--- src/rtl/simon_pkg.sv ---
// Shared Simon Says types: segment encoding, playback FSM states and LED decode.
package simon_pkg;

   // Segment entry: 3'b0cc is colour cc, 3'b100 marks an empty slot.
   typedef logic [2:0] seg_t;

   localparam seg_t SEG_EMPTY = 3'b100;

   localparam logic [15:0] LFSR_DEFAULT_SEED = 16'hACE1;
   // Galois taps for x^16 + x^14 + x^13 + x^11.
   localparam logic [15:0] LFSR_MASK = 16'hB400;

   typedef enum logic [1:0] {
      StIdle,
      StShow,
      StGap,
      StDone
   } play_state_e;

   // One-hot LED pattern for an entry; empty entries stay dark.
   function automatic logic [3:0] seg_to_onehot(seg_t seg);
      logic [3:0] oh;
      oh = 4'b0000;
      if (!seg[2]) begin
         unique case (seg[1:0])
            2'd0:    oh = 4'b0001;
            2'd1:    oh = 4'b0010;
            2'd2:    oh = 4'b0100;
            default: oh = 4'b1000;
         endcase
      end
      return oh;
   endfunction

endpackage

--- src/rtl/simon_lfsr.sv ---
// Free-running 16-bit Galois LFSR; a zero SEED falls back to the default seed.
module simon_lfsr
   import simon_pkg::*;
#(
   parameter logic [15:0] SEED = 16'hACE1
) (
   input  logic        clk,
   input  logic        rst_n,
   output logic [15:0] q
);

   // An all-zero state would lock up the LFSR.
   localparam logic [15:0] SeedEff = (SEED == 16'h0000) ? LFSR_DEFAULT_SEED : SEED;

   logic [15:0] q_d, q_q;

   // Shift right, folding the taps in when a one falls out of bit 0.
   always_comb begin
      q_d = q_q >> 1;
      if (q_q[0]) begin
         q_d = q_d ^ LFSR_MASK;
      end
   end

   // State register, stepping every cycle.
   always_ff @(posedge clk or negedge rst_n) begin
      if (!rst_n) begin
         q_q <= SeedEff;
      end else begin
         q_q <= q_d;
      end
   end

   assign q = q_q;

endmodule

--- src/rtl/sequence_gen.sv ---
// Simon Says sequence builder and LED player.
// Optional feature macro: SEQ_NO_REPEAT_EN (no two consecutive entries share a colour).
module sequence_gen
   import simon_pkg::*;
#(
   parameter int unsigned DEPTH      = 32,
   parameter int unsigned ON_CYCLES  = 25_000_000,
   parameter int unsigned OFF_CYCLES = 12_500_000,
   parameter logic [15:0] SEED       = 16'hACE1
) (
   input  logic                  clk,
   input  logic                  rst_n,
   input  logic                  extend,
   input  logic                  clear,
   input  logic                  play_start,
   output logic [DEPTH-1:0][2:0] segment,
   output logic [5:0]            length,
   output logic                  full,
   output logic                  busy,
   output logic [3:0]            led,
   output logic                  play_done
);

   localparam int unsigned MaxCycles = (ON_CYCLES > OFF_CYCLES) ? ON_CYCLES : OFF_CYCLES;
   localparam int unsigned CntW      = (MaxCycles > 1) ? $clog2(MaxCycles) : 1;
   localparam logic [CntW-1:0] OnLast  = CntW'(ON_CYCLES - 1);
   localparam logic [CntW-1:0] OffLast = CntW'(OFF_CYCLES - 1);

   logic [15:0] lfsr;
   logic        unused_lfsr;

   logic [DEPTH-1:0][2:0] seg_d, seg_q;
   logic [5:0]            len_d, len_q;
   logic                  full_d, full_q;
   logic                  busy_d, busy_q;
   logic [3:0]            led_d, led_q;
   logic                  done_d, done_q;
   play_state_e           state_d, state_q;
   logic [4:0]            idx_d, idx_q;
   logic [CntW-1:0]       cnt_d, cnt_q;

   logic [1:0] colour;
   logic       accept_ext;

   simon_lfsr #(
      .SEED (SEED)
   ) u_lfsr (
      .clk   (clk),
      .rst_n (rst_n),
      .q     (lfsr)
   );

   // Only the low two bits pick a colour.
   assign unused_lfsr = ^lfsr[15:2];

   // Colour to store for an accepted extend, sampled from the live LFSR.
`ifdef SEQ_NO_REPEAT_EN
   logic [4:0] last_idx;
   always_comb begin
      colour   = lfsr[1:0];
      last_idx = 5'(len_q - 6'd1);
      if ((len_q != 6'd0) && (seg_q[last_idx][1:0] == colour)) begin
         colour = colour + 2'd1;
      end
   end
`else
   always_comb begin
      colour = lfsr[1:0];
   end
`endif

   // Next-state for the sequence store and playback FSM; clear wins over everything.
   always_comb begin
      seg_d      = seg_q;
      len_d      = len_q;
      state_d    = state_q;
      idx_d      = idx_q;
      cnt_d      = cnt_q;
      led_d      = led_q;
      busy_d     = busy_q;
      done_d     = 1'b0;
      accept_ext = extend && !busy_q && !full_q && !clear;

      if (clear) begin
         seg_d   = {DEPTH{SEG_EMPTY}};
         len_d   = 6'd0;
         state_d = StIdle;
         idx_d   = 5'd0;
         cnt_d   = '0;
         led_d   = 4'b0000;
         busy_d  = 1'b0;
      end else begin
         if (accept_ext) begin
            seg_d[len_q[4:0]] = {1'b0, colour};
            len_d             = len_q + 6'd1;
         end

         unique case (state_q)
            StIdle: begin
               // Uses the post-append length/entries so a same-cycle extend is played.
               if (play_start) begin
                  idx_d = 5'd0;
                  cnt_d = '0;
                  if (len_d == 6'd0) begin
                     state_d = StDone;
                     done_d  = 1'b1;
                  end else begin
                     state_d = StShow;
                     busy_d  = 1'b1;
                     led_d   = seg_to_onehot(seg_d[0]);
                  end
               end
            end
            StShow: begin
               if (cnt_q == OnLast) begin
                  state_d = StGap;
                  cnt_d   = '0;
                  led_d   = 4'b0000;
               end else begin
                  cnt_d = cnt_q + 1'b1;
               end
            end
            StGap: begin
               if (cnt_q == OffLast) begin
                  cnt_d = '0;
                  // Terminal compare in 6 bits so index 31 never wraps.
                  if (({1'b0, idx_q} + 6'd1) >= len_q) begin
                     state_d = StDone;
                     done_d  = 1'b1;
                     busy_d  = 1'b0;
                     led_d   = 4'b0000;
                  end else begin
                     idx_d   = idx_q + 5'd1;
                     state_d = StShow;
                     led_d   = seg_to_onehot(seg_q[idx_q + 5'd1]);
                  end
               end else begin
                  cnt_d = cnt_q + 1'b1;
               end
            end
            StDone: begin
               state_d = StIdle;
            end
            default: begin
               state_d = StIdle;
            end
         endcase
      end

      full_d = (len_d == 6'd32);
   end

   // All state and registered outputs.
   always_ff @(posedge clk or negedge rst_n) begin
      if (!rst_n) begin
         seg_q   <= {DEPTH{SEG_EMPTY}};
         len_q   <= 6'd0;
         full_q  <= 1'b0;
         busy_q  <= 1'b0;
         led_q   <= 4'b0000;
         done_q  <= 1'b0;
         state_q <= StIdle;
         idx_q   <= 5'd0;
         cnt_q   <= '0;
      end else begin
         seg_q   <= seg_d;
         len_q   <= len_d;
         full_q  <= full_d;
         busy_q  <= busy_d;
         led_q   <= led_d;
         done_q  <= done_d;
         state_q <= state_d;
         idx_q   <= idx_d;
         cnt_q   <= cnt_d;
      end
   end

   assign segment   = seg_q;
   assign length    = len_q;
   assign full      = full_q;
   assign busy      = busy_q;
   assign led       = led_q;
   assign play_done = done_q;

endmodule
--- config.mk ---
export PLATFORM = sky130hd
export DESIGN_NAME = sequence_gen
export DESIGN_NICKNAME = d
export VERILOG_FILES = /design/src/rtl/simon_pkg.sv /design/src/rtl/simon_lfsr.sv /design/src/rtl/sequence_gen.sv
export SDC_FILE = /design/constraint.sdc
export NUM_CORES = 1
export LEC_CHECK = 0
export CORE_ASPECT_RATIO = 1.25
export CORE_UTILIZATION = 55
export DETAILED_ROUTE_END_ITERATION = 12
export GPL_TIMING_DRIVEN = 0
export PLACE_DENSITY = 0.8
export SLEW_MARGIN = 5
export SYNTH_ARGS = -nofsm -noshare
export SYNTH_HDL_FRONTEND = slang
export SYNTH_SLANG_ARGS = --single-unit
--- constraint.sdc ---
create_clock -name clk -period 3.5 [get_ports clk]
set_clock_uncertainty 0.1 [all_clocks]
set_input_delay 0.7 -clock clk [delete_from_list [all_inputs] [get_ports clk]]
set_output_delay 0.7 -clock clk [all_outputs]
set_load 0.01 [all_outputs]
==> impl_metrics.py <==
metrics = {
    "run_status": {
        "status": "complete, no violations",
    },
    "place": {
        "place_congestion": 0.9088,
        "place_hpwl_um": 17050,
        "placed_cell_area_um2": 9502,
        "portBuffers": 112,
    },
    "sta": {
        "setup-tns-final_ns": 0,
        "fin_crit_ns": 3.325,
        "period_share": 0.9501,
        "maxSlewHeadroom": 0.4597,
        "drv_slew": 0,
        "grt_setup_unrepaired": "false",
        "tightest_slew_ns": 0.8104,
        "clock.fmax_mhz": 300.7,
        "hold-worst-slack_ns": 0.03552,
        "finalHoldViolCount": 0,
        "setup_violations": 0,
    },
    "drt": {
        "drc": 0,
        "viasPerCell": 6.356,
        "wirelength_um": 24640,
        "vias": 7392,
        "wire_per_inst_um": 21.19,
        "drt_iter0_drc": 703,
        "dr.pass1.iters": 8,
        "ant_nets": 0,
    },
    "yosys": {
        "muxShareOfSynthArea": 0.1006,
        "netlist.top_cell.by_area": "dfrtp_1",
        "synth_top_family_by_area": "simple AND/OR/NAND/NOR gates",
        "ys.flop_type": "dfrtp_1",
        "synth_edf_count": 0,
        "synthXorXnorAreaFrac": 0.01509,
        "synth_top_area_frac": 0.3603,
        "async_reset_ff_frac": 1.000,
        "synth_compound_area_frac": 0.1426,
        "synth_cell_type_count": 56,
        "yosys.area_share.adder": 0.02310,
        "avgSynthCellArea_um2": 9.661,
        "ys_seq_area_frac": 0.4897,
        "ys_warn_count": 0,
        "synth_area_leaders": "dfrtp_1 (36%), dfstp_2 (13%), nand2_1 (7.1%)",
        "syn-cell-area_um2": 8125,
        "syn_inst": 841,
        "synth_nets": 861,
        "synth-seq-cells": 157,
        "synthSimpleGateAreaFrac": 0.1943,
    },
    "power_and_ir_drop": {
        "cellLeakagePower_uw": 0.004104,
        "power_density_nw_per_um2": 507.0,
        "total_power_uw": 5175,
        "ir_drop_uv": 349.9,
    },
    "worst_setup_path": {
        "worst-path-buf-inv": 1,
        "crit_slowest_cell": "mux4_2",
        "cp.arrival_ns": 3.57,
        "crit_fanout": 10,
        "crit_path_start_kind": "flip-flop",
        "cp.required_ns": 3.74,
        "max_stage_delay_ns": 0.49,
        "path_class": "flip-flop to flip-flop",
        "crit_family": "compound AO/OA/AOI/OAI gates",
        "crit_path_cell_trace": "ha_2, nand3_2, xnor2_1, buf_6, mux4_1, mux4_2, a2111o_1, o31a_1, o31ai_2",
        "cp-end-kind": "flip-flop",
    },
    "floorplan": {
        "start_util": 0.5640,
        "fp.dieW_um": 110.7,
        "io_pins": 114,
        "dieArea_um2": 15270,
        "fp-row-count": 49,
        "die_h_um": 137.9,
        "coreArea_um2": 14410,
    },
    "global_route": {
        "grt_util_all_layers": 0.3288,
        "grt_pass1_vias": 7020,
        "grt_pass1_wl_um": 38290,
        "grt_max_degree": 119,
        "overflow": 0,
        "antenna_found_initial": 0,
    },
    "clock_tree": {
        "htree_levels": 4,
        "tritoncts": "done",
        "cts_buffer_depth": 2,
        "cts.sinks": 157,
        "clk_latency_ns": 0.44,
        "cts-buffers-inserted": 17,
        "postCtsSetupBuffers": 0,
        "ctsRootBufferMaster": "clkbuf_16",
        "clk_pin_slew_ns": 0.07,
    },
    "cells_and_area": {
        "final_cell_mix": "nand2_1 (153), dfrtp_1 (117), clkdlybuf4s50_1 (111)",
        "postLayoutCellArea_um2": 10210,
        "drive_gt1_frac": 0.1198,
        "antennaDiodeCount": 0,
        "syn_to_final_growth_pct": 25.61,
        "final_common_cell": "nand2_1",
        "layout.nets": 992,
    },
    "run": {
        "cap_violations": 0,
    },
    "hold_path": {
        "holdCritPathClass": "input port to async pin",
    },
}
==> sequential cells by signal, indices dropped and copies added, names as in the netlist <==
name and flops:
busy 1, segment 96, state_q 2, play_done 1
idx_q 5, full 1, cnt_q 25, led 4
length 6, u_lfsr.q 16
==> kinds of logic after synthesis <==
logic type | after synthesis
buffers and inverters | 70
adders and majority gates | 15
xor gates and xnor gates | 14
DFF | 157
muxes | 43
and+or+nand+nor | 338
AOI/OAI and AO/OA | 204
==> final cells by class <==
| cell class | count | area (um2) |
|---|---|---|
| flip-flops and latches | 157 | 3979 |
| clock buffers | 20 | 446.7 |
| inverters | 11 | 41.29 |
| multi-input cells | 614 | 3909 |
| fillers | 1050 | 4202 |
| plain buffers | 58 | 247.7 |
| repair buffers | 113 | 1154 |
| well taps | 178 | 222.7 |
| clock inverters | 12 | 206.4 |
==> what timing repair did <==
item                                    CTS  global route
hold buffers                              0             0
resized for setup                         7             6
endpoints found under the setup margin    8             7
gates cloned                              0             0
==> path summary, 6_finish.rpt <==
check | from | slack [ns] | endpoint | depth (start not counted)
worst max-delay path | idx_q[0] | 0.17 | led[3] | 9
worst min-delay path | rst_n | 0.04 | segment[87] | 1
worst max register to register | idx_q[0] | 0.17 | led[3] | 9
worst min register to register | u_lfsr.q[8] | 0.25 | u_lfsr.q[7] | 0
max in group asynchronous | rst_n | 2.40 | segment[33] | 2
min in group clk | u_lfsr.q[8] | 0.25 | u_lfsr.q[7] | 0
==> where the power goes <==
group          switching [uW]  total (uW)  internal [uW]
clock network             781        2080           1290
logic                     730        1150            419
registers                71.2        1950           1880
total                    1580        5170           3590
==> metrics by stage <==
stage	worst slack (ns)	utilization	instances
after floorplan	0.3126	-	841
after global placement	-4.741	0.6572	1131
after detailed placement	-0.3469	0.6595	1132
after CTS	0.01172	0.7066	1164
after global routing	0.007137	0.7084	1163
final	0.1746	0.7084	1163
==> metal layers <==
layer | vias up | part of all wire | global-route usage
met5 | - | 0 | 0
met4 | 0 | 0.057 | 0.2074
met3 | 97 | 0.079 | 0.05944
met2 | 419 | 0.48 | 0.5352
met1 | 3608 | 0.38 | 0.4113
li1 | 3268 | - | -
==> cell usage after synthesis (7+ instances only) <==
| cell | count |
|---|---|
| nand2_1 | 153 |
| dfrtp_1 | 117 |
| o21ai_0 | 82 |
| a21oi_1 | 75 |
| nor2_1 | 56 |
| clkbuf_1 | 45 |
| nand3_1 | 44 |
| dfstp_2 | 40 |
| mux4_2 | 20 |
| ha_1 | 15 |
| nand4_1 | 13 |
| and3_1 | 12 |
| o31ai_1 | 12 |
| inv_1 | 11 |
| mux2i_1 | 10 |
| a31oi_1 | 9 |
| buf_1 | 9 |
| and2_1 | 8 |
| mux4_1 | 8 |
| nor3_1 | 8 |
| xor2_1 | 8 |
| nor2b_1 | 7 |
==> worst reg2reg max path, cell delays in order, from the launching register on <==
cell and delay (ns):
dfrtp_1 0.41, ha_2 0.31, nand3_2 0.10, xnor2_1 0.26, buf_6 0.21, mux4_1 0.30
mux4_2 0.49, a2111o_1 0.49, o31a_1 0.35, o31ai_2 0.21
(Power assumes the default switching activity.)
